<file path="src/rtl/regfile_pkg.sv">
// Register-file geometry shared by the register file, its write arbiter and the hazard logic.
// Latency: n/a (constants and helpers only).
// Backpressure: n/a.
package regfile_pkg;

  localparam int REG_ADDR_W = 5;
  localparam int REG_DATA_W = 32;
  localparam int REG_COUNT  = 32;
  localparam logic [REG_ADDR_W-1:0] ZERO_REG = '0;

  // Width of an index over n requesters; at least one bit so n=1 still builds.
  function automatic int idx_width(input int n);
    return (n > 1) ? $clog2(n) : 1;
  endfunction

endpackage

</file>
<file path="src/rtl/rr_arbiter.sv">
// Round-robin one-hot grant over a request vector, starting the search at ptr_i.
// Latency: purely combinational.
// Backpressure: en_i low forces an all-zero grant.
module rr_arbiter #(
  parameter int NUM_REQ = 3,
  parameter int IDX_W   = 2
) (
  input  logic [NUM_REQ-1:0] req_i,
  input  logic [IDX_W-1:0]   ptr_i,
  input  logic               en_i,
  output logic [NUM_REQ-1:0] gnt_o,
  output logic [IDX_W-1:0]   idx_o,
  output logic               vld_o
);

  // Walk the requesters starting at ptr_i, wrapping at NUM_REQ; the first one valid wins.
  always_comb begin
    int cand;
    gnt_o = '0;
    idx_o = '0;
    vld_o = 1'b0;
    cand  = 0;
    for (int k = 0; k < NUM_REQ; k++) begin
      cand = int'(ptr_i) + k;
      if (cand >= NUM_REQ) cand = cand - NUM_REQ;
      if (en_i && !vld_o && req_i[cand]) begin
        gnt_o[cand] = 1'b1;
        idx_o       = IDX_W'(cand);
        vld_o       = 1'b1;
      end
    end
  end

endmodule

</file>
<file path="src/rtl/regfile_write_arbiter.sv">
// Shares the register-file write port between NUM_REQ writeback requesters, round-robin.
// Latency: one cycle from accept to rf_write_enable; one write per cycle sustained.
// Backpressure: req_ready is combinational and is all-zero while hold or reset is high.
module regfile_write_arbiter
  import regfile_pkg::*;
#(
  parameter int NUM_REQ = 3,
  parameter int ADDR_W  = REG_ADDR_W,
  parameter int DATA_W  = REG_DATA_W,
  parameter bit DROP_R0 = 1'b1,
  localparam int IDX_W  = idx_width(NUM_REQ)
) (
  input  logic                      clk,
  input  logic                      reset,
  input  logic                      hold,
  input  logic [NUM_REQ-1:0]        req_valid,
  output logic [NUM_REQ-1:0]        req_ready,
  input  logic [NUM_REQ*ADDR_W-1:0] req_addr,
  input  logic [NUM_REQ*DATA_W-1:0] req_data,
  output logic                      rf_write_enable,
  output logic [ADDR_W-1:0]         rf_write_addr,
  output logic [DATA_W-1:0]         rf_write_data,
  output logic [IDX_W-1:0]          grant_id,
  output logic                      pend_valid,
  output logic [ADDR_W-1:0]         pend_addr,
  output logic [DATA_W-1:0]         pend_data
);

  logic [IDX_W-1:0]  ptr_q, ptr_d;
  logic [NUM_REQ-1:0] gnt;
  logic [IDX_W-1:0]  gnt_idx;
  logic              xfer;
  logic [ADDR_W-1:0] sel_addr;
  logic [DATA_W-1:0] sel_data;
  logic              sel_drop;

  logic              we_q, we_d;
  logic              pend_vld_q, pend_vld_d;
  logic [ADDR_W-1:0] addr_q, addr_d;
  logic [DATA_W-1:0] data_q, data_d;
  logic [IDX_W-1:0]  gid_q, gid_d;

  rr_arbiter #(
    .NUM_REQ (NUM_REQ),
    .IDX_W   (IDX_W)
  ) u_rr (
    .req_i (req_valid),
    .ptr_i (ptr_q),
    .en_i  (!hold && !reset),
    .gnt_o (gnt),
    .idx_o (gnt_idx),
    .vld_o (xfer)
  );

  assign req_ready = gnt;

  // Pick the winner's address/data and decide whether it is a write to the hardwired zero register.
  always_comb begin
    sel_addr = req_addr[int'(gnt_idx)*ADDR_W +: ADDR_W];
    sel_data = req_data[int'(gnt_idx)*DATA_W +: DATA_W];
    sel_drop = DROP_R0 && (sel_addr == ADDR_W'(ZERO_REG));
  end

  // Next-state: pointer moves just past the winner; the stage captures a transfer, else holds addr/data.
  always_comb begin
    ptr_d      = ptr_q;
    pend_vld_d = xfer;
    we_d       = xfer && !sel_drop;
    addr_d     = addr_q;
    data_d     = data_q;
    gid_d      = gid_q;
    if (xfer) begin
      ptr_d  = (gnt_idx == IDX_W'(NUM_REQ - 1)) ? '0 : gnt_idx + IDX_W'(1);
      addr_d = sel_addr;
      data_d = sel_data;
      gid_d  = gnt_idx;
    end
  end

  // Pointer and output stage registers; the enable is a flop so the register file sees a clean pulse.
  always_ff @(posedge clk) begin
    if (reset) begin
      ptr_q      <= '0;
      we_q       <= 1'b0;
      pend_vld_q <= 1'b0;
      addr_q     <= '0;
      data_q     <= '0;
      gid_q      <= '0;
    end else begin
      ptr_q      <= ptr_d;
      we_q       <= we_d;
      pend_vld_q <= pend_vld_d;
      addr_q     <= addr_d;
      data_q     <= data_d;
      gid_q      <= gid_d;
    end
  end

  assign rf_write_enable = we_q;
  assign rf_write_addr   = addr_q;
  assign rf_write_data   = data_q;
  assign grant_id        = gid_q;
  assign pend_valid      = pend_vld_q;
  assign pend_addr       = addr_q;
  assign pend_data       = data_q;

endmodule

</file>
<file path="config.mk">
export PLATFORM = sky130hd
export DESIGN_NAME = regfile_write_arbiter
export DESIGN_NICKNAME = d
export VERILOG_FILES = /design/src/rtl/regfile_pkg.sv /design/src/rtl/rr_arbiter.sv /design/src/rtl/regfile_write_arbiter.sv
export SDC_FILE = /design/constraint.sdc
export NUM_CORES = 1
export LEC_CHECK = 0
export BUFFER_PORTS_ARGS = -buffer_cell sky130_fd_sc_hd__buf_2
export CAP_MARGIN = 20
export CORE_UTILIZATION = 37
export CTS_CLUSTER_DIAMETER = 30
export DETAILED_ROUTE_END_ITERATION = 12
export PLACE_DENSITY = 0.75
export SLEW_MARGIN = 0
export SYNTH_ARGS = -nofsm -noshare
export SYNTH_HDL_FRONTEND = slang
export SYNTH_SLANG_ARGS = --single-unit
</file>
<file path="constraint.sdc">
create_clock -name clk -period 2.5 [get_ports clk]
set_clock_uncertainty 0.1 [all_clocks]
set_input_delay 0.375 -clock clk [delete_from_list [all_inputs] [get_ports clk]]
set_output_delay 0.375 -clock clk [all_outputs]
set_load 0.02 [all_outputs]
</file>
# == After elaboration in Yosys (flattened, before gate mapping) ==
# Cells that the tools add are included.
# Widths: inputs -> output; s select.
# totals
ff_bits,43
# op_classes
shifts,2
n_eq_ne,1
n_reduce_logical,16
n_mul,1
n_lt_le_gt_ge,9
add_sub_neg,6
n_bitwise,2
muxes,28
# op_table
op,n
$ge 32x1->1 const B,3
$lt 32x4->1 const B,3
$mux 32,3
$shiftx 96x8->32,1
$ge 32x3->1 const B,2
$sub 32x3->32 const B,2
$shiftx 15x6->5,1
$mux 1,12
$logic_and 1x1->1,10
$mux 3,3
$mux 2,4
$bmux 1 s2,3
$demux 1 s2,3
$or 3x3->3,2
$logic_not 1->1,5
$logic_not 5->1,1
$mul 2x3->5 const B,1
$add 2x1->3 const B,1
$add 2x2->3 const B,1
$sub 2x2->3 const B,1
$add 2x1->2 const B,1
$eq 2x2->1 const B,1
$ge 2x2->1 const B,1

# == Logic depth before layout (Yosys ltp) ==
# Gate-level depths: netlist of run 1.
# logic_depth
depth_word,20
ltp_mapped,12
ltp_nobuf,10

# == Cells and area by module ==
# Synthesis of run 1 repeated with hierarchy kept, for this count alone.
# unflattened
cells_unflattened,347
area_unflattened_um2,2949.1
# modules_own_cells
mod,cells_each,instances,seq_area_each_um2,area_per_inst_um2
regfile_write_arbiter,307,1,860.8,2617.5
rr_arbiter,40,1,0.0,331.6

# == Least setup slack after synthesis of run 1 ==
# Ideal clock, no wire load.
# synth_path
path_type,reg-to-reg
start,register ptr_q[0]
end,register data_q[15] (netlist: pend_data[15])
required_time_ps,2274
period_less_slack_ps,2414
path_slack_ps,86
arrival_time_ps,2188
n_path_buf,3
stages_incl_launch_ff,12
cell_sequence,dfxtp_1 > inv_1 > ha_1 > buf_2 > nand3b_1 > o21ai_0 > or3_4 > a21o_1 > buf_6 > nand2_1 > buf_4 > o21ai_0
# synth_between
elab_chain_cells,16
# synth_rtl
item,line_no,rtl
from (decl),regfile_write_arbiter.sv:29,"logic [IDX_W-1:0] ptr_q, ptr_d;"
from (signal assigned),regfile_write_arbiter.sv:90,ptr_q <= ptr_d;
branches (longest 16 deep; another with $sub 32x3->32),n/a,
to (signal assigned),regfile_write_arbiter.sv:94,data_q <= data_d;
to (decl),regfile_write_arbiter.sv:40,"logic [DATA_W-1:0] data_q, data_d;"
# Parallel ways; which one is timed is not known. The select of a mux whose other input is x is not followed.
# A chain may end at the register's enable or synchronous reset.

# == Worst setup path in the final report of run 1 ==
# layout_path
start,register ptr_q[0]
end,register we_q (netlist: rf_write_enable)
# layout_between
elab_chain_cells,20
# layout_rtl
item,line_no,rtl
branches (longest 19 deep; another with $sub 32x3->32),n/a,
$logic_and 1x1->1 (*),regfile_write_arbiter.sv:68,we_d = xfer && !sel_drop;
to (signal assigned),regfile_write_arbiter.sv:91,we_q <= we_d;
to (decl),regfile_write_arbiter.sv:37,"logic we_q, we_d;"
# Mark *: on every way between the ends. The select of a mux whose other input is x is not followed.

==> results of run 1 <==
## placed cells by master (no fill, tap or decap), types with 2 or more instances in the layout
cell and instances:
nor2_1 10, nor2_4 3, a31oi_1 2, mux2i_2 3, clkbuf_8 5, nand3b_1 4, mux2_2 15, o22ai_1 8
a21oi_1 26, buf_12 3, buf_4 27, inv_2 2, o21ai_2 2, mux2i_1 19, buf_6 2, inv_1 2
o21ai_1 6, a211oi_1 2, o21ai_0 9, nand2b_1 2, o211ai_1 2, a22oi_1 34, buf_2 194, o2111ai_1 2
a211o_1 4, ha_4 2, nand3_1 5, nand2_1 35, dfxtp_1 41
## synthesized netlist by cell type (all sizes together) (2+ instances only)
cell type,instances
mux2i,22
nor2,14
a41oi,2
o21ai,18
a21oi,27
a211o,4
nand3,5
nand2,36
nand3b,4
mux2,15
o2111ai,2
o22ai,8
o211ai,2
dfxtp,43
a22oi,34
nand2b,2
ha,4
buf,52
a211oi,2
or2,2
clkbuf,6
inv,5
a31oi,3
a21o,3
## report_power, final
group / switching (µW) / leakage (µW) / total [µW] / internal (µW)
combinational: 489 / 0.00161 / 878 / 389
sequential: 53.3 / 0.000354 / 809 / 756
clock: 235 / 0.0000412 / 431 / 195
## logic make-up after synthesis
kind of cell	count (synthesis)	share of synthesized area [%]
DFF	43	31.15
adders and majority gates	4	1.811
muxes	37	14.08
and+or+nand+nor	67	11.09
AOI/OAI and AO/OA	107	26.17
buffers and inverters	63	15.71
## metal layers
layer	vias to the layer above	part of all wire, %	GRT usage [%]
met2	149	52	39.02
met4	0	1.1	6.012
met3	9	6.1	3.918
li1	1482	-	-
met5	-	0	0
met1	1392	40	22.54
## flip-flops by register name, indices dropped and copies added, names as in the netlist
signal	cells
rf_write_enable	1
pend_data	32
ptr_q	2
pend_valid	1
pend_addr	5
grant_id	2
## worst paths after layout
check / startpoint / to / slack [ps]
min reg2reg: pend_data[10] / pend_data[10] / 370
min: req_data[63] / pend_data[31] / 210
max reg2reg: ptr_q[0] / rf_write_enable / 10
max: ptr_q[0] / rf_write_enable / 10
## critical path, stage by stage, from the launching register on
cell and delay (ps):
dfxtp_4 390, inv_4 40, ha_4 280, nand3b_1 120, buf_4 160, o22ai_1 190, o21ai_2 110, buf_4 160
a21o_4 220, buf_4 180, a41oi_4 150, nor2_1 90, a41oi_1 210
## stage by stage
stage	setup TNS (ps)	hold slack, ps	instances
final	0	207.5	596
after CTS	0	203.4	594
after floorplan	0	355.3	321
after global routing	-449.3	213.9	596
after detailed placement	-3789	355.6	583
after global placement	-2082	351.9	583
## cell type report
class	instances	area [µm²]	area share, %
repair buffers	226	1256	32.10
clock inverters	2	12.51	0.3197
flip-flops and latches	43	865.8	22.12
well taps	99	123.9	3.165
inverters	5	21.27	0.5435
multi-input cells	215	1562	39.90
clock buffers	6	72.57	1.854
## timing repair
item / in CTS / in global routing
endpoints found under the setup margin: 39 / 38
resized for setup: 21 / 16
buffers inserted: 3 / 2
pin swaps: 4 / 4
==> flow_metrics.py, run 1 <==
metrics = {
    "synthesis": {
        "synth_area_per_cell_um2": 8.610,
        "synth_cell_types": 38,
        "ys_ff_latch": 43,
        "ys_warn_count": 0,
        "synth-main-ff-cell": "dfxtp_1",
        "synth_area_leader_cell": "dfxtp_1",
        "synthArstFlopShare_pct": 0,
        "synth_top_area_share_pct": 31.15,
        "syn_area_um2": 2764,
        "netlist_top_cells_area": "dfxtp_1 (31%), buf_4 (12%), a22oi_1 (9.2%), mux2i_1 (8.0%), mux2_2 (6.1%)",
        "synthCells": 321,
        "syn_nets": 442,
        "synth_edf_count": 0,
        "synth_seq_area_share_pct": 31.15,
    },
    "outcome": {
        "status": "finished, final reports clean",
    },
    "clock_network": {
        "cts_buffers": 5,
        "cts_max_level": 2,
        "cts_sinks": 43,
        "cts_max_path_buffers": 2,
        "hold_buffers": 0,
        "cts_root_buf": "clkbuf_8",
        "cts.clk_slew.worst_paths_ps": 90,
        "tritoncts": "done",
        "worstSkewPairLatency_ps": 290,
    },
    "flow_run": {
        "cap_viol_max_count": 0,
    },
    "sta": {
        "setup_ws_ps": 14.92,
        "hold_viol": 0,
        "rsz0062_at_grt": "true",
        "max_slew_margin_pct": 59.26,
        "setup_viol": 0,
        "drv_slew": 0,
        "tightest_slew_ps": 610.5,
        "post-route-period-util_pct": 99.40,
        "max_clock_freq_mhz": 402.4,
        "period_minus_slack_ps": 2485,
    },
    "global_routing": {
        "first_global_vias": 2670,
        "grt_pass1_wl_mm": 12.28,
        "antenna_found_initial": 0,
        "gr-total-overflow": 0,
        "grtUsageTotal_pct": 20.35,
        "grt_start_max_net_pins": 30,
    },
    "worst_setup_path": {
        "critPathArrivalTime_ps": 2590,
        "required_ps": 2610,
        "r2r_cells": 12,
        "setup.worst_path.class": "flip-flop to flip-flop",
        "cp-end-kind": "flip-flop",
        "cp_max_fo": 10,
        "worstSetupStartpointType": "flip-flop",
    },
    "die": {
        "die_w_um": 88.43,
        "initial_utilization_pct": 38.11,
        "die_h_um": 88.43,
        "io_pins": 198,
        "rows": 31,
        "fp.coreArea_um2": 7253,
        "dieArea_um2": 7820,
    },
    "final_layout": {
        "num-fill-cells": 727,
        "drive_above_1_share_pct": 55.53,
        "fin_nets": 617,
        "fin_area_um2": 3914,
        "antenna_cells": 0,
        "area_growth_pct": 41.60,
        "final_util_pct": 53.96,
    },
    "route": {
        "drt-total-wl_mm": 8.459,
        "drtIter0Drc": 67,
        "drtPass1Iterations": 4,
        "antenna_left": 0,
        "wl_per_cell_um": 14.19,
        "drc_errors": 0,
        "via_count": 3032,
        "vias_per_cell": 5.087,
    },
    "place": {
        "place_ws_ps": -259.3,
        "gp_congestion": 0.9387,
        "place_hpwl_mm": 6.436,
        "portBuffers": 197,
        "place_area_um2": 3685,
    },
    "pwr": {
        "cellLeakagePower_uw": 0.002009,
        "peakVddDrop_v": 0.0002845,
        "power_uw": 2118,
        "p_per_area_nw_per_um2": 541.1,
    },
    "worst_hold_path": {
        "hold_class": "primary input to flip-flop",
        "holdPathStages": 3,
    },
}
(Power assumes the default switching activity.)
==> inputs of run 2 (changes only) <==
CORE_MARGIN = 2   (was unset)
PLACE_DENSITY = 0.81   (was 0.75)
==> flow_metrics.py, run 2 (synthesized netlist as in run 1, its figures left out) <==
metrics = {
    "outcome": {
        "status": "finished with violations",
        "failed_checks": "setup timing",
    },
    "worst_setup_path": {
        "crit_cells": 9,
        "startpoint": "ptr_q[0]",
        "r2r-end": "rf_write_enable",
        "setup.worst_path.class": "flip-flop to flip-flop",
        "cp_max_fo": 4,
        "worstPathBufferInverterCount": 1,
        "worstSetupStartpointType": "flip-flop",
        "required_ps": 2560,
        "max_stage_delay_ps": 370,
        "cp_cell_sequence": "buf_12 -> ha_4 -> nand3b_1 -> o21a_1 -> o21bai_1 -> a21o_2 -> mux2_2 -> mux2i_2 -> a41oi_1",
        "cp-end-kind": "flip-flop",
        "reg2reg_slack_ps": -40,
        "critPathArrivalTime_ps": 2590,
        "r2r-start": "ptr_q[0]",
        "cp-endpoint": "rf_write_enable",
        "crit_family": "compound AO/OA/AOI/OAI gates",
        "slowest_stage": "mux2_2",
        "r2r_cells": 9,
    },
    "sta": {
        "rsz0062_at_grt": "true",
        "setup-tns-final_ps": -62.05,
        "post-route-period-util_pct": 101.4,
        "drv_slew": 0,
        "setup_viol": 2,
        "hold_viol": 0,
        "max_slew_margin_pct": 73.58,
        "setup_ws_ps": -35.66,
        "period_minus_slack_ps": 2536,
        "tightest_slew_ps": 396.3,
        "max_clock_freq_mhz": 394.4,
    },
    "flow_run": {
        "cap_viol_max_count": 0,
    },
    "clock_network": {
        "worstSkewPairLatency_ps": 280,
        "cts_sinks": 43,
        "tritoncts": "done",
        "hold_buffers": 0,
        "cts_max_path_buffers": 2,
        "cts_max_level": 2,
        "cts.clk_slew.worst_paths_ps": 80,
        "cts_root_buf": "clkbuf_8",
        "cts_buffers": 5,
    },
    "global_routing": {
        "grt_start_max_net_pins": 35,
        "first_global_vias": 2955,
        "grtUsageTotal_pct": 19.80,
        "gr-total-overflow": 0,
        "grt_pass1_wl_mm": 13.43,
        "antenna_found_initial": 0,
    },
    "pwr": {
        "peakVddDrop_v": 0.0003114,
        "cellLeakagePower_uw": 0.002036,
        "p_per_area_nw_per_um2": 562.8,
    },
    "die": {
        "fp.coreArea_um2": 7253,
        "io_pins": 198,
        "die_w_um": 90.43,
        "rows": 31,
        "die_h_um": 90.43,
        "dieArea_um2": 8178,
        "initial_utilization_pct": 38.11,
    },
    "final_layout": {
        "largest_reg_flops": 32,
        "final_common_cell": "buf_2",
        "fin_nets": 617,
        "mostFrequentLayoutCells": "buf_2 (194), dfxtp_1 (41), nand2_1 (35)",
        "drive_above_1_share_pct": 56.14,
        "area_growth_pct": 45.72,
        "antenna_cells": 0,
    },
    "place": {
        "gp_congestion": 0.8894,
        "portBuffers": 197,
        "place_hpwl_mm": 6.469,
        "place_ws_ps": -243.9,
    },
    "route": {
        "wl_per_cell_um": 14.74,
        "via_count": 3078,
        "top_layer": "met4",
        "drtPass1Iterations": 5,
        "drc_errors": 0,
        "drtIter0Drc": 131,
        "drt-total-wl_mm": 8.785,
        "route.met3.wl_um": 644,
        "antenna_left": 0,
        "wirelength_met1_mm": 3.373,
        "vias_per_cell": 5.164,
        "route.met2.wl_mm": 4.612,
    },
    "worst_hold_path": {
        "holdPathStages": 3,
        "hold_class": "primary input to flip-flop",
    },
}
## run 2: tightest hold or removal path: stages
cell and delay [ps]:
buf_2 80, a22oi_1 60, o21ai_0 60
## run 2: report_power, final
| group | total (µW) | leakage (µW) | switching (µW) | internal, µW |
|---|---|---|---|---|
| Combinational | 900 | 0.00162 | 501 | 399 |
| Sequential | 808 | 0.000354 | 52.4 | 756 |
| Clock | 559 | 0.0000612 | 235 | 323 |
| Total | 2270 | 0.00204 | 788 | 1480 |
## run 2: layout make-up
class | count | area (µm²)
timing repair buffer | 226 | 1294
multi-input combinational | 215 | 1608
sequential | 43 | 865.8
clock inverter | 2 | 35.03
fill | 675 | 3226
inverter | 5 | 18.77
clock buffer | 6 | 82.58
tap | 99 | 123.9
## run 2: metal layers
metal / up-vias / track usage (%)
li1: 1479 / -
met4: 0 / 6.282
met2: 167 / 38.66
met5: - / 0
met3: 17 / 3.255
met1: 1415 / 21.52
## run 2: worst min path at each step
stage | startpoint | to
2_1_floorplan | ptr_q[1] | ptr_q[1]
3_3_place_gp | grant_id[1] | grant_id[1]
3_5_place_dp | grant_id[1] | grant_id[1]
4_1_cts | req_data[47] | pend_data[15]
5_1_grt | req_data[47] | pend_data[15]
6_report | req_data[46] | pend_data[14]
## run 2: what timing repair did
item,in CTS,in global routing
cloned,0,1
resized for setup,22,26
setup endpoints to repair,39,37
pin swaps,2,1
setup buffers,2,3
endpoints found under the hold margin,0,0
## run 2: stage by stage
| step | instances | hold slack [ps] | power (µW) | utilization (%) | cell area (µm²) |
|---|---|---|---|---|---|
| finish | 596 | 215.9 | 2267 | 55.53 | 4028 |
| global route | 596 | 215.8 | 2383 | 55.53 | 4028 |
| CTS | 592 | 199.1 | 2232 | 53.41 | 3874 |
| detailed placement | 582 | 353.0 | 1627 | 50.53 | 3665 |
| global placement | 582 | 348.7 | 1607 | 50.53 | 3665 |
| floorplan | 321 | 355.3 | 1372 | - | 2764 |
==> inputs of run 3 (changes only) <==
ABC_AREA = 1   (was unset)
CORE_UTILIZATION = 38   (was 37)
PLACE_DENSITY = 0.82   (was 0.81)
==> flow_metrics.py, run 3 <==
metrics = {
    "outcome": {
        "status": "finished, final reports clean",
    },
    "global_routing": {
        "grt_start_max_net_pins": 27,
        "grtUsageMet2_pct": 37.88,
        "use_met1_pct": 26.80,
        "antenna_found_initial": 0,
        "first_global_vias": 3115,
        "grt_pass1_wl_mm": 14.65,
        "grtUsageMet3_pct": 5.029,
        "grtUsageTotal_pct": 21.69,
        "grt_busiest_layer": "met2",
        "gr-total-overflow": 0,
    },
    "route": {
        "drtPass1Iterations": 6,
        "drc_errors": 0,
        "drtIter0Drc": 149,
        "vias_per_cell": 5.054,
        "via_count": 3346,
        "antenna_left": 0,
        "drt-total-wl_mm": 9.108,
        "wl_per_cell_um": 13.76,
    },
    "pwr": {
        "peakVddDrop_v": 0.0005706,
        "p_per_area_nw_per_um2": 1260,
        "cellLeakagePower_uw": 0.002043,
    },
    "synthesis": {
        "ys_ff_latch": 43,
        "syn_nets": 519,
        "synth_area_leader_cell": "dfxtp_1",
        "synth_area_per_cell_um2": 7.048,
        "synth_cell_types": 35,
        "syn_area_um2": 2805,
        "ys_warn_count": 0,
        "synthArstFlopShare_pct": 0,
        "synth_seq_area_share_pct": 30.69,
        "synth_top_area_share_pct": 30.69,
        "synth_most_common_cell": "nand2_1",
        "synth-main-ff-cell": "dfxtp_1",
        "synth_commonest_cells": "nand2_1 (95), dfxtp_1 (43), buf_4 (42), o21ai_0 (26), nor2_1 (24)",
        "netlist_top_cells_area": "dfxtp_1 (31%), nand2_1 (13%), buf_4 (11%), o21ai_0 (4.6%), o211ai_1 (4.3%)",
        "synth_edf_count": 0,
        "synthCells": 398,
    },
    "die": {
        "die_w_um": 89.92,
        "dieArea_um2": 8086,
        "io_pins": 198,
        "initial_utilization_pct": 38.88,
        "rows": 31,
        "fp.coreArea_um2": 7214,
        "die_h_um": 89.92,
    },
    "worst_setup_path": {
        "cp_max_fo": 6,
        "worstSetupStartpointType": "flip-flop",
        "r2r_cells": 14,
        "required_ps": 2030,
        "critPathArrivalTime_ps": 1910,
        "cp-end-kind": "primary output",
        "setup.worst_path.class": "flip-flop to primary output",
    },
    "final_layout": {
        "area_growth_pct": 36.93,
        "seqCellArea_um2": 863.3,
        "multi_input_area_um2": 1496,
        "largest_reg_flops": 32,
        "drive_above_1_share_pct": 47.25,
        "final_util_pct": 53.24,
        "final_common_cell": "buf_2",
        "fin_nets": 683,
        "antenna_cells": 0,
        "num-fill-cells": 721,
        "mostFrequentLayoutCells": "buf_2 (195), nand2_1 (92), dfxtp_1 (41)",
    },
    "place": {
        "place_hpwl_mm": 6.859,
        "portBuffers": 197,
        "gp_congestion": 0.8975,
    },
    "sta": {
        "setup_viol": 0,
        "max_clock_freq_mhz": 419.7,
        "hold_viol": 0,
        "setup-tns-final_ps": 0,
        "period_minus_slack_ps": 2383,
        "max_slew_margin_pct": 59.25,
        "tightest_slew_ps": 610.6,
        "post-route-period-util_pct": 95.32,
        "drv_slew": 0,
    },
    "clock_network": {
        "cts_buffers": 5,
        "cts_sinks": 43,
        "hold_buffers": 0,
        "worstSkewPairLatency_ps": 290,
        "cts_root_buf": "clkbuf_8",
        "cts_max_level": 2,
        "cts.clk_slew.worst_paths_ps": 80,
        "tritoncts": "done",
        "cts_max_path_buffers": 2,
    },
    "flow_run": {
        "cap_viol_max_count": 0,
    },
    "worst_hold_path": {
        "holdPathStages": 3,
        "hold_class": "primary input to flip-flop",
    },
}
-- run 3: path summary, 6_finish.rpt --
kind	slack, ps	end	startpoint
worst max-delay path	120	req_ready[2]	ptr_q[0]
worst max register to register	200	pend_data[17]	ptr_q[0]
worst min register to register	400	pend_data[29]	pend_data[29]
worst min-delay path	230	pend_data[31]	req_data[63]
-- run 3: cells by family after synthesis --
logic type,after synthesis,share of synthesized area [%]
compound gates,98,22.03
fa+ha+maj,4,1.784
buf+inv,87,18.73
flops,43,30.69
simple gates,166,26.76
-- run 3: cell type report --
type                            instances  share of cell area (%)
Clock buffer                            6                   1.889
Clock inverter                          2                  0.3257
Timing Repair Buffer                  216                   30.26
Multi-Input combinational cell        268                   38.96
Inverter                               28                   2.866
Sequential cell                        43                   22.48
Tap cell                               99                   3.225
-- run 3: critical path, cell delays in order (launching register included) --
cell and delay, ps:
dfxtp_2 340, buf_4 160, ha_4 170, inv_2 70, nand2_1 70, nand3_2 120
nand2_4 80, nand2_4 100, nand4_2 110, buf_6 150, o221ai_1 60, buf_4 180
-- run 3: through the flow --
stage               setup slack (ps)  cells  hold WS (ps)  area, µm²  power, µW
finish                         117.1    662         228.4       3841       4839
global route                  -10.34    662         222.9       3841       5208
CTS                            5.159    660         214.7       3776       4747
detailed placement             72.37    652         386.2       3650       4226
global placement               187.3    652         385.6       3650       4169
floorplan                      248.1    398         377.9       2805       3509
-- run 3: report_power, final --
group	switching, µW	leakage (µW)	internal, µW	total, µW
Combinational	2040	0.00165	1180	3230
Sequential	195	0.000356	970	1170
Clock	251	0.0000412	196	447
-- run 3: layer usage --
layer  vias to the layer above  routed length, µm
li1                       1617                  -
met1                      1545               3784
met2                       166               4367
met3                        18                778
met4                         0                178
met5                         -                  0
-- run 3: repair_timing --
item | in CTS | in global routing
setup buffers | 0 | 2
resized for setup | 9 | 14
setup endpoints to repair | 3 | 24
pin swaps | 0 | 4
